$ cat config.mk
export PLATFORM = sky130hd
export DESIGN_NAME = spi_config_regs_flat
export DESIGN_NICKNAME = d
export VERILOG_FILES = /design/src/rtl/spi_config_regs_if.sv /design/src/rtl/spi_config_regs.sv /design/src/flat_wrapper.sv
export SDC_FILE = /design/constraint.sdc
export NUM_CORES = 1
export LEC_CHECK = 0
export CAP_MARGIN = 20
export CORE_MARGIN = 1
export CORE_UTILIZATION = 36
export DETAILED_ROUTE_END_ITERATION = 10
export PLACE_DENSITY_LB_ADDON = 0.25
export SLEW_MARGIN = 20
export SYNTH_ARGS = -nofsm -noshare
export SYNTH_HDL_FRONTEND = slang
export SYNTH_SLANG_ARGS = --single-unit
$ cat constraint.sdc
create_clock -name clk -period 7.55 [get_ports clk]
set_input_delay 1.1325 -clock clk [delete_from_list [all_inputs] [get_ports clk]]
set_output_delay 1.1325 -clock clk [all_outputs]
set_load 0.005 [all_outputs]
$ cat src/rtl/spi_config_regs_if.sv
// SPI pin bundle between an SPI master and the configuration register bank.
interface spi_config_regs_if;
    logic SCLK;
    logic SSEL;
    logic MOSI;
    logic MISO;

    modport master (output SCLK, output SSEL, output MOSI, input MISO);
    modport slave  (input SCLK, input SSEL, input MOSI, output MISO);
endinterface

$ cat src/rtl/spi_config_regs.sv
// SPI mode-0 slave register bank: resynchronises the SPI pins into clk,
// decodes {rw, addr} command bytes with auto-incrementing bursts and keeps a
// write bank plus a frame-synchronous active copy for the video/audio stages.
module spi_config_regs #(
    parameter int unsigned NUM_REGS    = 8,
    parameter int unsigned SYNC_STAGES = 2
) (
    input  logic                  clk,
    input  logic                  reset,
    spi_config_regs_if.slave      spi,
    input  logic                  frame_sync,
    output logic [8*NUM_REGS-1:0] cfg_regs,
    output logic                  wr_strobe,
    output logic                  audio_en
);
    localparam int unsigned ADDR_W = (NUM_REGS > 1) ? $clog2(NUM_REGS) : 1;

    localparam logic [1:0] ST_IDLE  = 2'd0;
    localparam logic [1:0] ST_CMD   = 2'd1;
    localparam logic [1:0] ST_WDATA = 2'd2;
    localparam logic [1:0] ST_RDATA = 2'd3;

    // reg0 bit0 enables audio out of reset; everything else clears
    localparam logic [NUM_REGS-1:0][7:0] RESET_BANK = (8*NUM_REGS)'(8'h01);

    logic [SYNC_STAGES-1:0] sclk_sync;
    logic [SYNC_STAGES-1:0] ssel_sync;
    logic [SYNC_STAGES-1:0] mosi_sync;
    logic                   sclk_hist;
    logic                   ssel_hist;

    logic sclk_s;
    logic ssel_s;
    logic mosi_s;
    logic sclk_rise;
    logic sclk_fall;
    logic ssel_fall;

    logic [1:0]        state_q;
    logic [1:0]        state_d;
    logic [2:0]        cnt_q;
    logic [2:0]        cnt_d;
    logic [6:0]        rx_q;
    logic [6:0]        rx_d;
    logic [7:0]        tx_q;
    logic [7:0]        tx_d;
    logic [ADDR_W-1:0] addr_q;
    logic [ADDR_W-1:0] addr_d;
    logic [ADDR_W-1:0] addr_inc;
    logic [7:0]        rx_byte;
    logic              bank_we;
    logic              miso_q;
    logic              miso_d;

    logic [NUM_REGS-1:0][7:0] wbank_q;
    logic [NUM_REGS-1:0][7:0] active_q;

    // Input synchronisers plus one history flop for SCLK/SSEL edge detection.
    // Clearing the SSEL chain to 0 means a frame already in progress when
    // reset releases is never mistaken for a fresh SSEL falling edge.
    always_ff @(posedge clk or posedge reset) begin
        if (reset) begin
            sclk_sync <= '0;
            ssel_sync <= '0;
            mosi_sync <= '0;
            sclk_hist <= 1'b0;
            ssel_hist <= 1'b0;
        end else begin
            sclk_sync <= (sclk_sync << 1) | SYNC_STAGES'(spi.SCLK);
            ssel_sync <= (ssel_sync << 1) | SYNC_STAGES'(spi.SSEL);
            mosi_sync <= (mosi_sync << 1) | SYNC_STAGES'(spi.MOSI);
            sclk_hist <= sclk_s;
            ssel_hist <= ssel_s;
        end
    end

    assign sclk_s    = sclk_sync[SYNC_STAGES-1];
    assign ssel_s    = ssel_sync[SYNC_STAGES-1];
    assign mosi_s    = mosi_sync[SYNC_STAGES-1];
    assign sclk_rise = sclk_s & ~sclk_hist;
    assign sclk_fall = ~sclk_s & sclk_hist;
    assign ssel_fall = ~ssel_s & ssel_hist;

    assign rx_byte  = {rx_q, mosi_s};
    assign addr_inc = addr_q + ADDR_W'(1);

    // Protocol FSM next-state and datapath decode
    always_comb begin
        state_d = state_q;
        cnt_d   = cnt_q;
        rx_d    = rx_q;
        tx_d    = tx_q;
        addr_d  = addr_q;
        bank_we = 1'b0;

        if (ssel_s) begin
            state_d = ST_IDLE;
            cnt_d   = 3'd0;
        end else begin
            case (state_q)
                ST_IDLE: begin
                    if (ssel_fall) begin
                        state_d = ST_CMD;
                        cnt_d   = 3'd0;
                        rx_d    = 7'd0;
                    end
                end
                ST_CMD: begin
                    if (sclk_rise) begin
                        rx_d  = rx_byte[6:0];
                        cnt_d = cnt_q + 3'd1;
                        if (cnt_q == 3'd7) begin
                            addr_d = rx_byte[ADDR_W-1:0];
                            if (rx_byte[7]) begin
                                state_d = ST_RDATA;
                                tx_d    = wbank_q[rx_byte[ADDR_W-1:0]];
                            end else begin
                                state_d = ST_WDATA;
                            end
                        end
                    end
                end
                ST_WDATA: begin
                    if (sclk_rise) begin
                        rx_d  = rx_byte[6:0];
                        cnt_d = cnt_q + 3'd1;
                        if (cnt_q == 3'd7) begin
                            bank_we = 1'b1;
                            addr_d  = addr_inc;
                        end
                    end
                end
                ST_RDATA: begin
                    if (sclk_rise) begin
                        cnt_d = cnt_q + 3'd1;
                        if (cnt_q == 3'd7) begin
                            tx_d   = wbank_q[addr_inc];
                            addr_d = addr_inc;
                        end
                    end else if (sclk_fall && (cnt_q != 3'd0)) begin
                        // the fall right after a load keeps bit 7 on MISO
                        tx_d = {tx_q[6:0], 1'b0};
                    end
                end
                default: begin
                    state_d = ST_IDLE;
                    cnt_d   = 3'd0;
                end
            endcase
        end

        miso_d = (state_d == ST_RDATA) ? tx_d[7] : 1'b0;
    end

    // Protocol FSM state and shift registers
    always_ff @(posedge clk or posedge reset) begin
        if (reset) begin
            state_q <= ST_IDLE;
            cnt_q   <= 3'd0;
            rx_q    <= 7'd0;
            tx_q    <= 8'd0;
            addr_q  <= '0;
            miso_q  <= 1'b0;
        end else begin
            state_q <= state_d;
            cnt_q   <= cnt_d;
            rx_q    <= rx_d;
            tx_q    <= tx_d;
            addr_q  <= addr_d;
            miso_q  <= miso_d;
        end
    end

    // Write bank, write strobe and frame-synchronous active copy; a write on
    // the frame_sync clk lands in the bank only, so active sees the old value
    always_ff @(posedge clk or posedge reset) begin
        if (reset) begin
            wbank_q   <= RESET_BANK;
            active_q  <= RESET_BANK;
            wr_strobe <= 1'b0;
        end else begin
            wr_strobe <= bank_we;
            if (bank_we) begin
                wbank_q[addr_q] <= rx_byte;
            end
            if (frame_sync) begin
                active_q <= wbank_q;
            end
        end
    end

    assign cfg_regs = active_q;
    assign audio_en = active_q[0][0];
    assign spi.MISO = miso_q;

endmodule

$ cat src/flat_wrapper.sv
// flat-port wrapper written by rule: the top's interface ports become plain ports
module spi_config_regs_flat 
#(
    parameter int unsigned NUM_REGS    = 8,
    parameter int unsigned SYNC_STAGES = 2
)
  (clk, reset, frame_sync, cfg_regs, wr_strobe, audio_en, spi_SCLK, spi_SSEL, spi_MOSI, spi_MISO);
  spi_config_regs_if spi_i ();
  input  logic clk;
  input  logic reset;
  input  logic frame_sync;
  output logic [8*NUM_REGS-1:0] cfg_regs;
  output logic wr_strobe;
  output logic audio_en;
  input wire logic [$bits(spi_i.SCLK)-1:0] spi_SCLK;
  input wire logic [$bits(spi_i.SSEL)-1:0] spi_SSEL;
  input wire logic [$bits(spi_i.MOSI)-1:0] spi_MOSI;
  output wire logic [$bits(spi_i.MISO)-1:0] spi_MISO;
  assign spi_i.SCLK = spi_SCLK;
  assign spi_i.SSEL = spi_SSEL;
  assign spi_i.MOSI = spi_MOSI;
  assign spi_MISO = spi_i.MISO;
  spi_config_regs #(.NUM_REGS(NUM_REGS), .SYNC_STAGES(SYNC_STAGES)) u_core (.clk(clk), .reset(reset), .spi(spi_i), .frame_sync(frame_sync), .cfg_regs(cfg_regs), .wr_strobe(wr_strobe), .audio_en(audio_en));
endmodule
==> run summary, run 1 <==
Setup Total Neg Slack -> 0 ns
GRT Overall Usage -> 17.60%
Hold Fails Final Rpt -> 0
Die X -> 147.4 um
worst path bufs/invs -> 2
Max Cap Viol -> 0
vias -> 4858
synthesized instance count -> 563
CTS root buffer -> clkbuf_16
worst setup path class -> reg -> reg
mean post-synth cell area -> 13.53 um^2
diode count -> 0
final hold slack -> 0.3534 ns
initial antenna violation count -> 0
post-synthesis cell type count -> 52
Worst Tran Pin Value -> 1.020 ns
layout cells sized above 1 -> 33.60%
Mapped Nets -> 578
CP cell instances -> buf_4 > ha_1 > buf_4 > mux4_2 > nor4_1 > or4_1 > a31oi_1
Chip Height -> 147.4 um
outcome -> completed
RSZ-0062 raised after global routing -> false
CP peak stage delay -> 0.58 ns
CTS tree -> yes
clk buf depth -> 2
vias in the first global route -> 5015
Setup Buffers After CTS -> 0
Hold Path Class -> reg -> reg
Post-Layout Inst Area -> 9128 um^2
placed inst area -> 8531 um^2
total chip power -> 1.941 mW
IO Port Bufs -> 72
CP endpoint kind -> flop
Yosys reg bits -> 161
GRT overflow -> 0
Post-Syn Area -> 7615 um^2
R2R depth -> 7
Main synth FF type -> dfrtp_1
clk slew on worst S/H paths -> 0.07 ns
RePlAce Congestion -> 0.8318
final cell count without fillers -> 901
drc violations -> 0
Routed WL -> 17960 um
Setup violations, final -> 0
critical path peak fanout -> 36
Max VDD drop -> 0.1521 mV
CTS sink cnt -> 161
startpoint types -> flop
routed len/inst -> 19.94 um
# placed instances -> 869
die area -> 21740 um^2
crit share post-route -> 37.47%
CP most frequent cell -> buf_4
Initial Util -> 37.16%
leak pwr -> 4.310 nW
first-pass GRT wire length -> 29010 um
IO Count -> 73
Area growth syn-to-layout -> 19.87%
sequential area share after synthesis -> 52.94%
total of cells resized after clock tree synthesis -> 0
hold path depth -> 0
Arr. time, crit path -> 3.16 ns
Routed Antenna Nets -> 0
H-Tree Depth -> 4
Max Fclk -> 0.3535 GHz
number of enable flip-flop cells after synthesis -> 0
critical path's top delay family -> buffers and inverters
Setup Skew -> 0.01341 ns
Layout Nets -> 633
CP max-delay cell -> ha_1
Hold Buf Count CTS -> 0
yosys warns -> 0
worst-skew pair later-pin latency -> 0.43 ns
DR pass1 iterations -> 4
Core Area -> 20490 um^2
Slew HR -> 31.48%
critical path depth -> 7
Vias/cell -> 5.392
CTS Buf Count -> 17
required time of the worst setup path -> 7.88 ns
Final Max Tran Viols -> 0
async set-reset flop share out of synthesis -> 100.0%
Starting DRT DRC Count -> 355
HPWL Detailed -> 12140 um
Tmin final -> 2.829 ns
largest net degree at the start of global routing -> 87
row cnt -> 52
PwrDens -> 212.7 nW/um^2
-- stage by stage --
stage | setup slack, ns | utilization, %
after CTS | 4.720 | 44.52
after floorplan | 2.073 | -
after detailed placement | 4.258 | 41.62
after global placement | 4.343 | 41.59
after global routing | 4.529 | 44.54
final | 4.721 | 44.54
-- power by group --
| part | switching (mW) | total, mW | internal, mW |
|---|---|---|---|
| combinational | 0.125 | 0.195 | 0.0700 |
| sequential | 0.0112 | 0.880 | 0.869 |
| clock | 0.383 | 0.867 | 0.484 |
-- cells in the final DEF (no fill, tap or decap), types with 15 or more instances in the layout --
cell | netlist | layout
mux4_2 | 20 | 20
and3_1 | 15 | 15
o21ai_0 | 17 | 17
clkbuf_16 | 0 | 17
mux2i_1 | 16 | 16
nand2_1 | 22 | 22
mux2_2 | 126 | 126
clkdlybuf4s50_1 | 0 | 71
nor2_1 | 23 | 23
dfrtp_1 | 159 | 159
-- worst reg2reg max path, stage by stage, from the launching register on --
cell and delay, ns:
dfrtp_1 0.36, buf_4 0.25, ha_1 0.59, buf_4 0.42, mux4_2 0.34, nor4_1 0.05
or4_1 0.53, a31oi_1 0.20
-- cell type report --
type                            count  area [um^2]
Clock buffer                       19        452.9
Inverter                           10        42.54
Clock inverter                     13        140.1
Multi-Input combinational cell    350         3358
Sequential cell                   161         4031
Tap cell                          270        337.8
Timing Repair Buffer               78        764.5
Fill cell                        1882        11370
-- cell usage after synthesis (6+ instances only) --
| library cell | instances | area (um^2) |
|---|---|---|
| nand3_1 | 6 | 30.03 |
| inv_1 | 10 | 37.54 |
| a31oi_1 | 9 | 56.30 |
| mux2_4 | 8 | 120.1 |
| and3_1 | 15 | 93.84 |
| a2111oi_0 | 6 | 52.55 |
| ha_1 | 9 | 112.6 |
| dfrtp_1 | 159 | 3979 |
| a21oi_1 | 8 | 40.04 |
| a22oi_1 | 7 | 52.55 |
| nand2_1 | 22 | 82.58 |
| nor2b_1 | 8 | 50.05 |
| o21ai_0 | 17 | 85.08 |
| mux2_2 | 126 | 1419 |
| mux2i_1 | 16 | 160.2 |
| clkbuf_1 | 24 | 90.09 |
| nor2_1 | 23 | 86.33 |
| o31ai_1 | 6 | 45.04 |
| mux4_2 | 20 | 450.4 |
| buf_1 | 6 | 22.52 |
| nor4_1 | 7 | 43.79 |
| buf_2 | 8 | 40.04 |
-- registers in the layout, indices dropped and copies added, names as in the netlist --
name / flops
u_core.spi.MISO: 1
u_core.ssel_hist: 1
u_core.addr_q: 3
u_core.mosi_sync: 2
u_core.wr_strobe: 1
u_core.cnt_q: 3
u_core.audio_en: 1
u_core.wbank_q: 64
u_core.sclk_hist: 1
u_core.cfg_regs: 63
u_core.ssel_sync: 2
u_core.rx_q: 7
u_core.tx_q: 8
u_core.state_q: 2
u_core.sclk_sync: 2
-- kinds of logic after synthesis --
logic type / synth area share (%)
mux: 28.23
buf+inv: 3.056
simple gates: 8.495
flops: 52.94
fa+ha+maj: 1.479
xor+xnor: 0.2301
compound gates: 5.570
-- path summary, 6_finish.rpt --
path / start / end / slack (ns)
max: u_core.addr_q[0] / u_core.spi.MISO / 4.72
min: u_core.ssel_sync[0] / u_core.ssel_sync[1] / 0.35
max reg2reg: u_core.addr_q[0] / u_core.spi.MISO / 4.72
min reg2reg: u_core.ssel_sync[0] / u_core.ssel_sync[1] / 0.35
max in group asynchronous: reset / u_core.cfg_regs[6] / 5.17
min in group asynchronous: reset / u_core.cfg_regs[48] / 1.19
-- per-layer routing --
| layer | vias up | routed length, um | share of wire [%] | global-route usage (%) |
|---|---|---|---|---|
| li1 | 2181 | - | - | - |
| met1 | 2525 | 8361 | 47 | 24.52 |
| met2 | 120 | 8262 | 46 | 26.37 |
| met3 | 32 | 718 | 4.0 | 3.735 |
| met4 | 0 | 620 | 3.5 | 7.990 |
| met5 | - | 0 | 0 | 0 |
No activity file was read; power rests on OpenSTA's default activity.
==> inputs of run 2 (changes only) <==
- clock period: 7.55 -> 2.72 ns (I/O delays scaled with it)
==> run 2 against run 1 <==
Effect of this change:
- critical path type unchanged
- sequential share of layout area down 0.51 points
- final cell count grew 0.89%
- register-to-register slack worse by 4.5 ns
- largest power group unchanged
- critical endpoint is now u_core.wbank_q[49]
- clock skew is 0.0049 ns lower
- global-route usage increased by 0.32 points
- final area rose by 1.2%
- routed wire length increased by 2.2%
- non-clock buffer count up 8
- clock-buffer cell count decreased by 1
==> run summary, run 2 (synthesized netlist as in run 1, its figures left out) <==
outcome -> completed
Final Max Tran Viols -> 0
diode count -> 0
Die X -> 147.4 um
Setup Total Neg Slack -> 0 ns
Area growth syn-to-layout -> 21.28%
Max VDD drop -> 0.4741 mV
worst-skew pair later-pin latency -> 0.42 ns
total chip power -> 5.455 mW
worst setup path class -> reg -> reg
R2R depth -> 7
worst setup path end -> u_core.wbank_q[49]
Core Area -> 20490 um^2
critical path peak fanout -> 8
HPWL Detailed -> 12700 um
CTS root buffer -> clkbuf_16
crit share post-route -> 90.22%
Arr. time, crit path -> 2.76 ns
Max Cap Viol -> 0
first-pass GRT wire length -> 29490 um
H-Tree Depth -> 4
GRT overflow -> 0
die area -> 21740 um^2
required time of the worst setup path -> 3.02 ns
RSZ-0062 raised after global routing -> false
crit path from -> u_core.cnt_q[0]
Reg2Reg Setup Slack -> 0.27 ns
routed len/inst -> 20.19 um
RR Startpoint -> u_core.cnt_q[0]
Slew HR -> 27.41%
leak pwr -> 4.362 nW
PwrDens -> 590.7 nW/um^2
IO Port Bufs -> 72
Setup Buffers After CTS -> 0
Initial Util -> 37.16%
DR pass1 iterations -> 4
total of cells resized after clock tree synthesis -> 0
Max Fclk -> 0.4075 GHz
largest net degree at the start of global routing -> 84
final hold slack -> 0.3413 ns
Routed WL -> 18360 um
CP endpoint kind -> flop
clk buf depth -> 2
CTS Buf Count -> 17
vias -> 4800
most frequent cells in the layout -> dfrtp_1 (159), mux2_2 (126), clkdlybuf4s50_1 (71)
row cnt -> 52
CTS sink cnt -> 161
vias in the first global route -> 5108
layout cells sized above 1 -> 34.27%
Starting DRT DRC Count -> 308
Layout Nets -> 641
Hold Fails Final Rpt -> 0
Setup Skew -> 0.008544 ns
Routed Antenna Nets -> 0
Largest register FFs -> 64
Setup violations, final -> 0
Worst R2R End -> u_core.wbank_q[49]
Vias/cell -> 5.281
initial antenna violation count -> 0
RePlAce Congestion -> 0.8419
IO Count -> 73
Hold Path Class -> in -> async
drc violations -> 0
most common cell after layout, fill and taps aside -> dfrtp_1
GRT Overall Usage -> 17.92%
clk slew on worst S/H paths -> 0.07 ns
Largest Register -> u_core.wbank_q
Worst Tran Pin Value -> 1.081 ns
Chip Height -> 147.4 um
startpoint types -> flop
CTS tree -> yes
Hold Buf Count CTS -> 0
Tmin final -> 2.454 ns
run 2: cell count changes in the layout (fill, tap and decap cells not counted), sizes merged:
cell	before	now
clkinvlp	0	3
bufinv	1	2
buf	7	15
clkinv	5	4
clkbuf	19	18
inv	17	15
run 2: final cells by class:
type | count | area [um^2]
inverters | 10 | 41.29
repair buffers | 86 | 883.3
fillers | 1873 | 11260
multi-input cells | 350 | 3351
clock buffers | 18 | 439.2
flip-flops and latches | 161 | 4031
well taps | 270 | 337.8
clock inverters | 14 | 151.4
run 2: worst min-delay path by stage:
stage / startpoint / end / slack, ns
finish: reset / u_core.mosi_sync[0] / 0.34
global route: u_core.mosi_sync[0] / u_core.mosi_sync[1] / 0.36
CTS: reset / u_core.mosi_sync[0] / 0.34
detailed placement: u_core.mosi_sync[0] / u_core.mosi_sync[1] / 0.34
global placement: u_core.mosi_sync[0] / u_core.mosi_sync[1] / 0.33
floorplan: u_core.mosi_sync[0] / u_core.mosi_sync[1] / 0.33
run 2: per-layer routing:
layer  routed length [um]  track usage (%)
met5                    0                0
met4                  365            6.856
met3                  647            3.148
met2                 8801            28.42
met1                 8541            24.55
run 2: per-stage QoR:
stage | util [%] | setup slack, ns | std cells | instance area (um^2)
3_3_place_gp | 42.18 | 0.3681 | 877 | 8645
5_1_grt | 45.06 | 0.1348 | 909 | 9235
4_1_cts | 45.06 | 0.2423 | 909 | 9235
3_5_place_dp | 42.18 | 0.2750 | 877 | 8645
2_1_floorplan | - | 0.2708 | 563 | 7619
6_report | 45.06 | 0.2661 | 909 | 9235
run 2: power by group:
group / total (mW) / switching (mW) / internal, mW
Clock: 2.41 / 1.02 / 1.39
Sequential: 2.44 / 0.0232 / 2.41
Combinational: 0.609 / 0.368 / 0.241
run 2: critical path, stage by stage (launching register included):
cell	delay [ns]
dfrtp_1	0.39
ha_1	0.20
ha_1	0.27
nand3b_4	0.13
nor3b_4	0.42
and2b_4	0.28
and3_4	0.32
mux2_4	0.32
